[config.mk]
export PLATFORM = sky130hd
export DESIGN_NAME = countdown_timer
export DESIGN_NICKNAME = d
export VERILOG_FILES = /design/src/rtl/countdown_timer.sv
export SDC_FILE = /design/constraint.sdc
export NUM_CORES = 1
export LEC_CHECK = 0
export ABC_AREA = 1
export BUFFER_PORTS_ARGS = -buffer_cell sky130_fd_sc_hd__buf_4
export CORE_AREA = 2 2 73 75
export DETAILED_ROUTE_END_ITERATION = 16
export DIE_AREA = 0 0 75 77
export PLACE_DENSITY_LB_ADDON = 0.05
export SYNTH_ARGS = -nofsm -noshare
export SYNTH_HDL_FRONTEND = slang
export SYNTH_SLANG_ARGS = --single-unit
[constraint.sdc]
create_clock -name clk -period 2 [get_ports clk]
set_input_delay 0.3 -clock clk [delete_from_list [all_inputs] [get_ports clk]]
set_output_delay 0.3 -clock clk [all_outputs]
set_load 0.01 [all_outputs]
[src/rtl/countdown_timer.sv]
// Two-digit BCD countdown timer. A prescaler turns TICKS_PER_SEC clock cycles into one
// countdown second. All outputs are registered and driven from a single FSM block.
module countdown_timer #(
    parameter int unsigned TICKS_PER_SEC = 100000000
) (
    input  logic       clk,
    input  logic       reset,
    input  logic       start,
    input  logic       cancel,
    input  logic       pause,
    input  logic [7:0] load_bcd,
    output logic [8:0] seconds,
    output logic       busy,
    output logic       expired
);

    localparam int unsigned PW = $clog2(TICKS_PER_SEC);

    typedef enum logic [1:0] {
        IDLE = 2'd0,
        RUN  = 2'd1,
        DONE = 2'd2
    } state_t;

    state_t        state_q;
    logic [PW-1:0] presc_q;
    logic [3:0]    tens_q;
    logic [3:0]    ones_q;
    logic [8:0]    seconds_q;
    logic          busy_q;
    logic          expired_q;

    logic [3:0]    load_tens_d;
    logic [3:0]    load_ones_d;
    logic [3:0]    dec_tens_d;
    logic [3:0]    dec_ones_d;
    logic          load_zero_c;
    logic          tick_c;
    logic          last_c;

    // Clamp non-BCD nibbles to 9 and prepare the one-second BCD decrement.
    always_comb begin
        load_tens_d = (load_bcd[7:4] > 4'd9) ? 4'd9 : load_bcd[7:4];
        load_ones_d = (load_bcd[3:0] > 4'd9) ? 4'd9 : load_bcd[3:0];
        load_zero_c = (load_tens_d == 4'd0) && (load_ones_d == 4'd0);
        if (ones_q == 4'd0) begin
            dec_tens_d = tens_q - 4'd1;
            dec_ones_d = 4'd9;
        end else begin
            dec_tens_d = tens_q;
            dec_ones_d = ones_q - 4'd1;
        end
        tick_c = (presc_q == PW'(TICKS_PER_SEC - 1));
        last_c = (tens_q == 4'd0) && (ones_q == 4'd1);
    end

    always_ff @(posedge clk or negedge reset) begin
        if (!reset) begin
            state_q   <= IDLE;
            presc_q   <= '0;
            tens_q    <= 4'd0;
            ones_q    <= 4'd0;
            seconds_q <= 9'h000;
            busy_q    <= 1'b0;
            expired_q <= 1'b0;
        end else begin
            expired_q <= 1'b0;
            unique case (state_q)
                IDLE, DONE: begin
                    // cancel outranks start, including cancel issued in IDLE
                    if (cancel) begin
                        state_q   <= IDLE;
                        presc_q   <= '0;
                        tens_q    <= 4'd0;
                        ones_q    <= 4'd0;
                        seconds_q <= 9'h000;
                        busy_q    <= 1'b0;
                    end else if (start) begin
                        presc_q <= '0;
                        tens_q  <= load_tens_d;
                        ones_q  <= load_ones_d;
                        if (load_zero_c) begin
                            state_q   <= DONE;
                            seconds_q <= 9'h100;
                            busy_q    <= 1'b0;
                            expired_q <= 1'b1;
                        end else begin
                            state_q   <= RUN;
                            seconds_q <= {1'b1, load_tens_d, load_ones_d};
                            busy_q    <= 1'b1;
                        end
                    end
                end
                RUN: begin
                    if (cancel) begin
                        state_q   <= IDLE;
                        presc_q   <= '0;
                        tens_q    <= 4'd0;
                        ones_q    <= 4'd0;
                        seconds_q <= 9'h000;
                        busy_q    <= 1'b0;
                    end else if (!pause) begin
                        if (tick_c) begin
                            presc_q <= '0;
                            if (last_c) begin
                                state_q   <= DONE;
                                tens_q    <= 4'd0;
                                ones_q    <= 4'd0;
                                seconds_q <= 9'h100;
                                busy_q    <= 1'b0;
                                expired_q <= 1'b1;
                            end else begin
                                tens_q    <= dec_tens_d;
                                ones_q    <= dec_ones_d;
                                seconds_q <= {1'b1, dec_tens_d, dec_ones_d};
                            end
                        end else begin
                            presc_q <= presc_q + PW'(1);
                        end
                    end
                end
                default: begin
                    state_q   <= IDLE;
                    presc_q   <= '0;
                    seconds_q <= 9'h000;
                    busy_q    <= 1'b0;
                end
            endcase
        end
    end

    assign seconds = seconds_q;
    assign busy    = busy_q;
    assign expired = expired_q;

endmodule

Yosys cells after proc, flatten, opt, wreduce, memory -nomap -nowiden

Index checks and enable logic that the tools add are counted.

Logic and storage cells: 89
Output and inout port bits: 11
Bits in registers: 48
Bits of input ports: 13

Add/sub/neg operators: 3
Reductions and logical operators: 13
Eq/ne operators: 8
Muxes and demuxes: 56
Order comparisons: 2

Operator list:

| operator              | number |
|---|---|
| $mux 27               | 5 |
| $mux 4                | 16 |
| $pmux 27 s2           | 1 |
| $mux 9                | 5 |
| $add 27x1->27 const B | 1 |
| $eq 27x27->1 const B  | 1 |
| $pmux 9 s2            | 1 |
| $logic_not 4->1       | 4 |
| $mux 8                | 2 |
| $pmux 4 s2            | 2 |
| $mux 1                | 14 |
| $mux 2                | 7 |
| $ne 3x3->1 const B    | 4 |
| $gt 4x4->1 const B    | 2 |
| $reduce_and 4->1      | 2 |
| $sub 4x1->4 const B   | 2 |
| $eq 4x1->1 const B    | 1 |
| $pmux 1 s2            | 2 |
| $pmux 2 s2            | 1 |
| $reduce_and 3->1      | 1 |
| $eq 2x1->1 const B    | 1 |
| $eq 2x2->1 const B    | 1 |
| $logic_and 1x1->1     | 2 |
| $logic_not 2->1       | 1 |
| other kinds (3)       | 3 |

Longest topological paths before layout

Word-level depth: 8
Gate-level depth with buffers: 12

Least setup slack after synthesis

No wires, ideal clock.

Kind: register -> register
From: register presc_q[1]
To: register presc_q[10]
Stages on the path, launching flop included: 12
Library setup time: 121 ps
Arrival time: 1,400 ps
Buffers on the path: 1
Slack: 479 ps
Data required time: 1,879 ps
Cell sequence: dfrtp_1 > ha_1 > inv_1 > nor2_1 > nand2_1 > nor2_1 > nand2_1 > nand2_2 > nand2_2 > buf_4 > o21ai_0 > nor2_1

Longest elaborated chain between the ends: 5

RTL lines:

| item                                                 | line    | RTL |
|---|---|---|
| start, declared                                      | 26      | `logic [PW-1:0] presc_q;` |
| start signal, assigned                               | 118     | `presc_q <= presc_q + PW'(1);` |
| $add 27x1->27 / $eq 27x27->1 (equally long branches) | 118, 53 |  |
| $mux 27 (*)                                          | 103     | `if (tick_c) begin` |
| $mux 27 (*)                                          | 102     | `end else if (!pause) begin` |
| $mux 27 (*)                                          | 95      | `if (cancel) begin` |
| $pmux 27 s2 (*)                                      | 68      | `unique case (state_q)` |

Every way passes the cells marked *; elsewhere a longest branch is shown, timed or not. The select of a mux whose other input is x is not followed.
A chain may end at the register's enable or synchronous reset.

Worst setup path after layout

From: register presc_q[1]
To: register presc_q[14]

Same word-level chain as after synthesis.

==> results.md <==
- Synthesized flop and latch total: 48
- Worst R2R Start: presc_q[1]
- Hold crit path type: primary input to asynchronous set/reset pin
- Setup crit end kind: flop
- # nets final: 459
- Netlist cell types: 31
- Setup TNS: 0 ns
- Ant diodes: 0
- DR vias/cell: 5.22
- Worst Skew: 0.00920 ns
- Largest net degree at the start of global routing: 49
- Largest family of logic cells by synthesized area: simple AND/OR/NAND/NOR gates
- Tot GR Track Use: 26.6%
- Final min period: 1.82 ns
- First-pass GRT wire length: 11.9 mm
- Die H: 77 um
- Adder-cell share of the synthesized area: 2.13%
- TritonCTS Buffers: 5
- Setup violators final: 0
- Clock Path Buffers: 2
- Simple logic cell fraction of the synthesized area: 38.2%
- Reg2reg setup slack: 0.18 ns
- Clock sink total: 48
- Post-route ant nets: 0
- CP startpoint kind: flop
- Fillcell total: 487
- Syn_nets: 433
- Period Utilization, post-route: 91.2%
- PwrDens: 978 nW/um^2
- Worst-margin pin slew: 0.607 ns
- Static Leak: 0.00162 uW
- Peak supply drop: 0.000757 V
- Synth-to-Final Area Change: 11.1%
- Crit path DAT: 2.03 ns
- Total number of vias: 2666
- GRT overflow: 0
- Yosys warns: 0
- WL per Instance: 13.2 um
- Gpl congestion: 0.942
- Cts-stage hold buffer count: 0
- Number of global-route vias before repair: 2609
- Share of cells above drive strength 1: 12.9%
- Initial Utilization: 58.9%
- Reg2reg end: presc_q[14]
- Max-Cap Viols: 0
- DPL Wire Length: 5.09 mm
- Die Wd: 75 um
- Pins Over Slew Limit: 0
- Synth Area in Compound Gates: 6.40%
- Final Hold Viols: 0
- Initial antenna violation count: 0
- H-tree levels: 2
- Post_cts resized: 0
- Clock latency on the worst-skew pair: 0.31 ns
- Unrepaired setup endpoints after global routing: false
- Rel. slew slack: 59.5%
- Die Area: 5780 sq um
- Xor-xnor portion of the synthesized cell area: 2.39%
- Status: finished, final reports clean
- Critical path peak fanout: 14
- Seq/Total Area, Yosys: 41.0%
- Crit Path Category: flop to flop
- Mux share of post-synthesis cell area: 0%
- Number of remaining DRC errors: 0
- Average size of a mapped cell: 7.06 sq um
- DRT Wirelength: 6.75 mm
- Synth top area share: 41.0%
- Row Count: 26
- Fmax achieved: 0.548 GHz
- Post-synth top area cell: dfrtp_1
- Port Buffers: 23
- Worst hold margin: 0.000504 ns
- Core Area: 4980 sq um
- Setup Fix Bufs, Post-CTS: 0
- I/O Pins: 24
- R2R depth: 11
- 1st-pass router iterations: 4
- WP data required: 2.20 ns
- CTS tree: built
- Synth Cell Area: 2930 sq um
- Root buf cell: clkbuf_8
- Clock transition at path regs: 0.09 ns
- Synth top area cells: dfrtp_1 (41%), nand2_1 (15%), inv_1 (7.3%), nor2_1 (7.3%), nand3_1 (6.1%)
- Cell count after synthesis: 415
- Iter 0 DRT Violations: 213
## per-layer routing
layer	part of all wire, %	track usage, %
met1	46	35.4
met5	0	0
met4	1.4	7.32
met3	3.4	4.86
met2	49	43.7
## logic make-up (layout without fill, tap and decap cells)
| logic type | Yosys count | count (layout) |
|---|---|---|
| AND/OR/NAND/NOR | 253 | 253 |
| buffers and inverters | 68 | 94 |
| flip-flops | 48 | 48 |
| AO/OA/AOI/OAI | 33 | 33 |
| XOR/XNOR | 8 | 8 |
| adder cells (fa/ha/maj) | 5 | 5 |
## critical path: stages, from the launching register on
cell and delay [ns]:
dfrtp_1 0.38, ha_1 0.18, inv_1 0.07, nor2_2 0.15, nand2_1 0.09, nor2_1 0.11
nand2_1 0.10, nand2_2 0.12, nand2_2 0.16, buf_6 0.20, nand2_1 0.09, a21oi_1 0.06
## registers in the layout, summed over array words and instances (netlist names)
register	flops
busy	1
seconds	9
expired	1
tens_q	4
ones_q	4
state_q	2
presc_q	27
## power breakdown
part	internal (uW)	switching [uW]	total [uW]
Combinational	454	807	1260
Clock	276	333	609
Sequential	1150	160	1310
Total	1880	1300	3180
## worst max-delay path by stage
stage,from,to,slack [ns],cells past startpoint
after floorplan,presc_q[1],presc_q[10],0.48,11
after CTS,presc_q[1],tens_q[2],0.005,11
final,presc_q[1],presc_q[14],0.18,11
after detailed placement,presc_q[1],tens_q[2],0.02,11
after global placement,presc_q[1],tens_q[2],0.1,11
after global routing,presc_q[1],presc_q[14],0.01,11
## synthesized netlist by cell type (all sizes together)
| library cell | number |
|---|---|
| ha | 5 |
| nand3 | 39 |
| o2111ai | 1 |
| nand2 | 124 |
| nor3 | 13 |
| buf | 7 |
| clkinv | 1 |
| o31ai | 1 |
| o21ai | 16 |
| nand4 | 12 |
| nor2 | 63 |
| inv | 60 |
| xnor2 | 1 |
| nand3b | 1 |
| xor2 | 7 |
| dfrtp | 48 |
| or2 | 1 |
| o21bai | 2 |
| a21oi | 13 |
## area by class of cell
class	count	area, sq um	share of cell area, %
repair buffers	26	199	6.11
clock inverters	1	8.76	0.269
multi-input cells	299	1440	44.3
flip-flops and latches	48	1200	36.9
well taps	70	87.6	2.69
clock buffers	6	82.6	2.54
inverters	61	236	7.26
## cell usage in the layout (no fill, tap or decap), types with 3 or more instances in the layout
master and count:
nand2_1 119, inv_1 57, nor2_1 56, dfrtp_1 48, nand3_1 36, buf_4 25
a21oi_1 13, nor3_1 12, nand4_1 12, o21ai_0 9, xor2_1 7, clkbuf_8 6
ha_1 5, nand2_2 4, nor2_2 4, o21ai_1 4, nor2_4 3, nand3_2 3
o21ai_2 3
## stage by stage
step           power (uW)  instances  worst slack [ns]  utilization (%)  instance area (sq um)
3_3_place_gp         2560        504            0.0957             63.4                   3160
4_1_cts              3190        511           0.00461             65.2                   3250
2_1_floorplan        2190        415             0.479                -                   2930
5_1_grt              3420        511            0.0132             65.4                   3260
3_5_place_dp         2580        504            0.0173             63.4                   3160
6_report             3180        511             0.175             65.4                   3260
No activity file was read; power rests on OpenSTA's default activity.
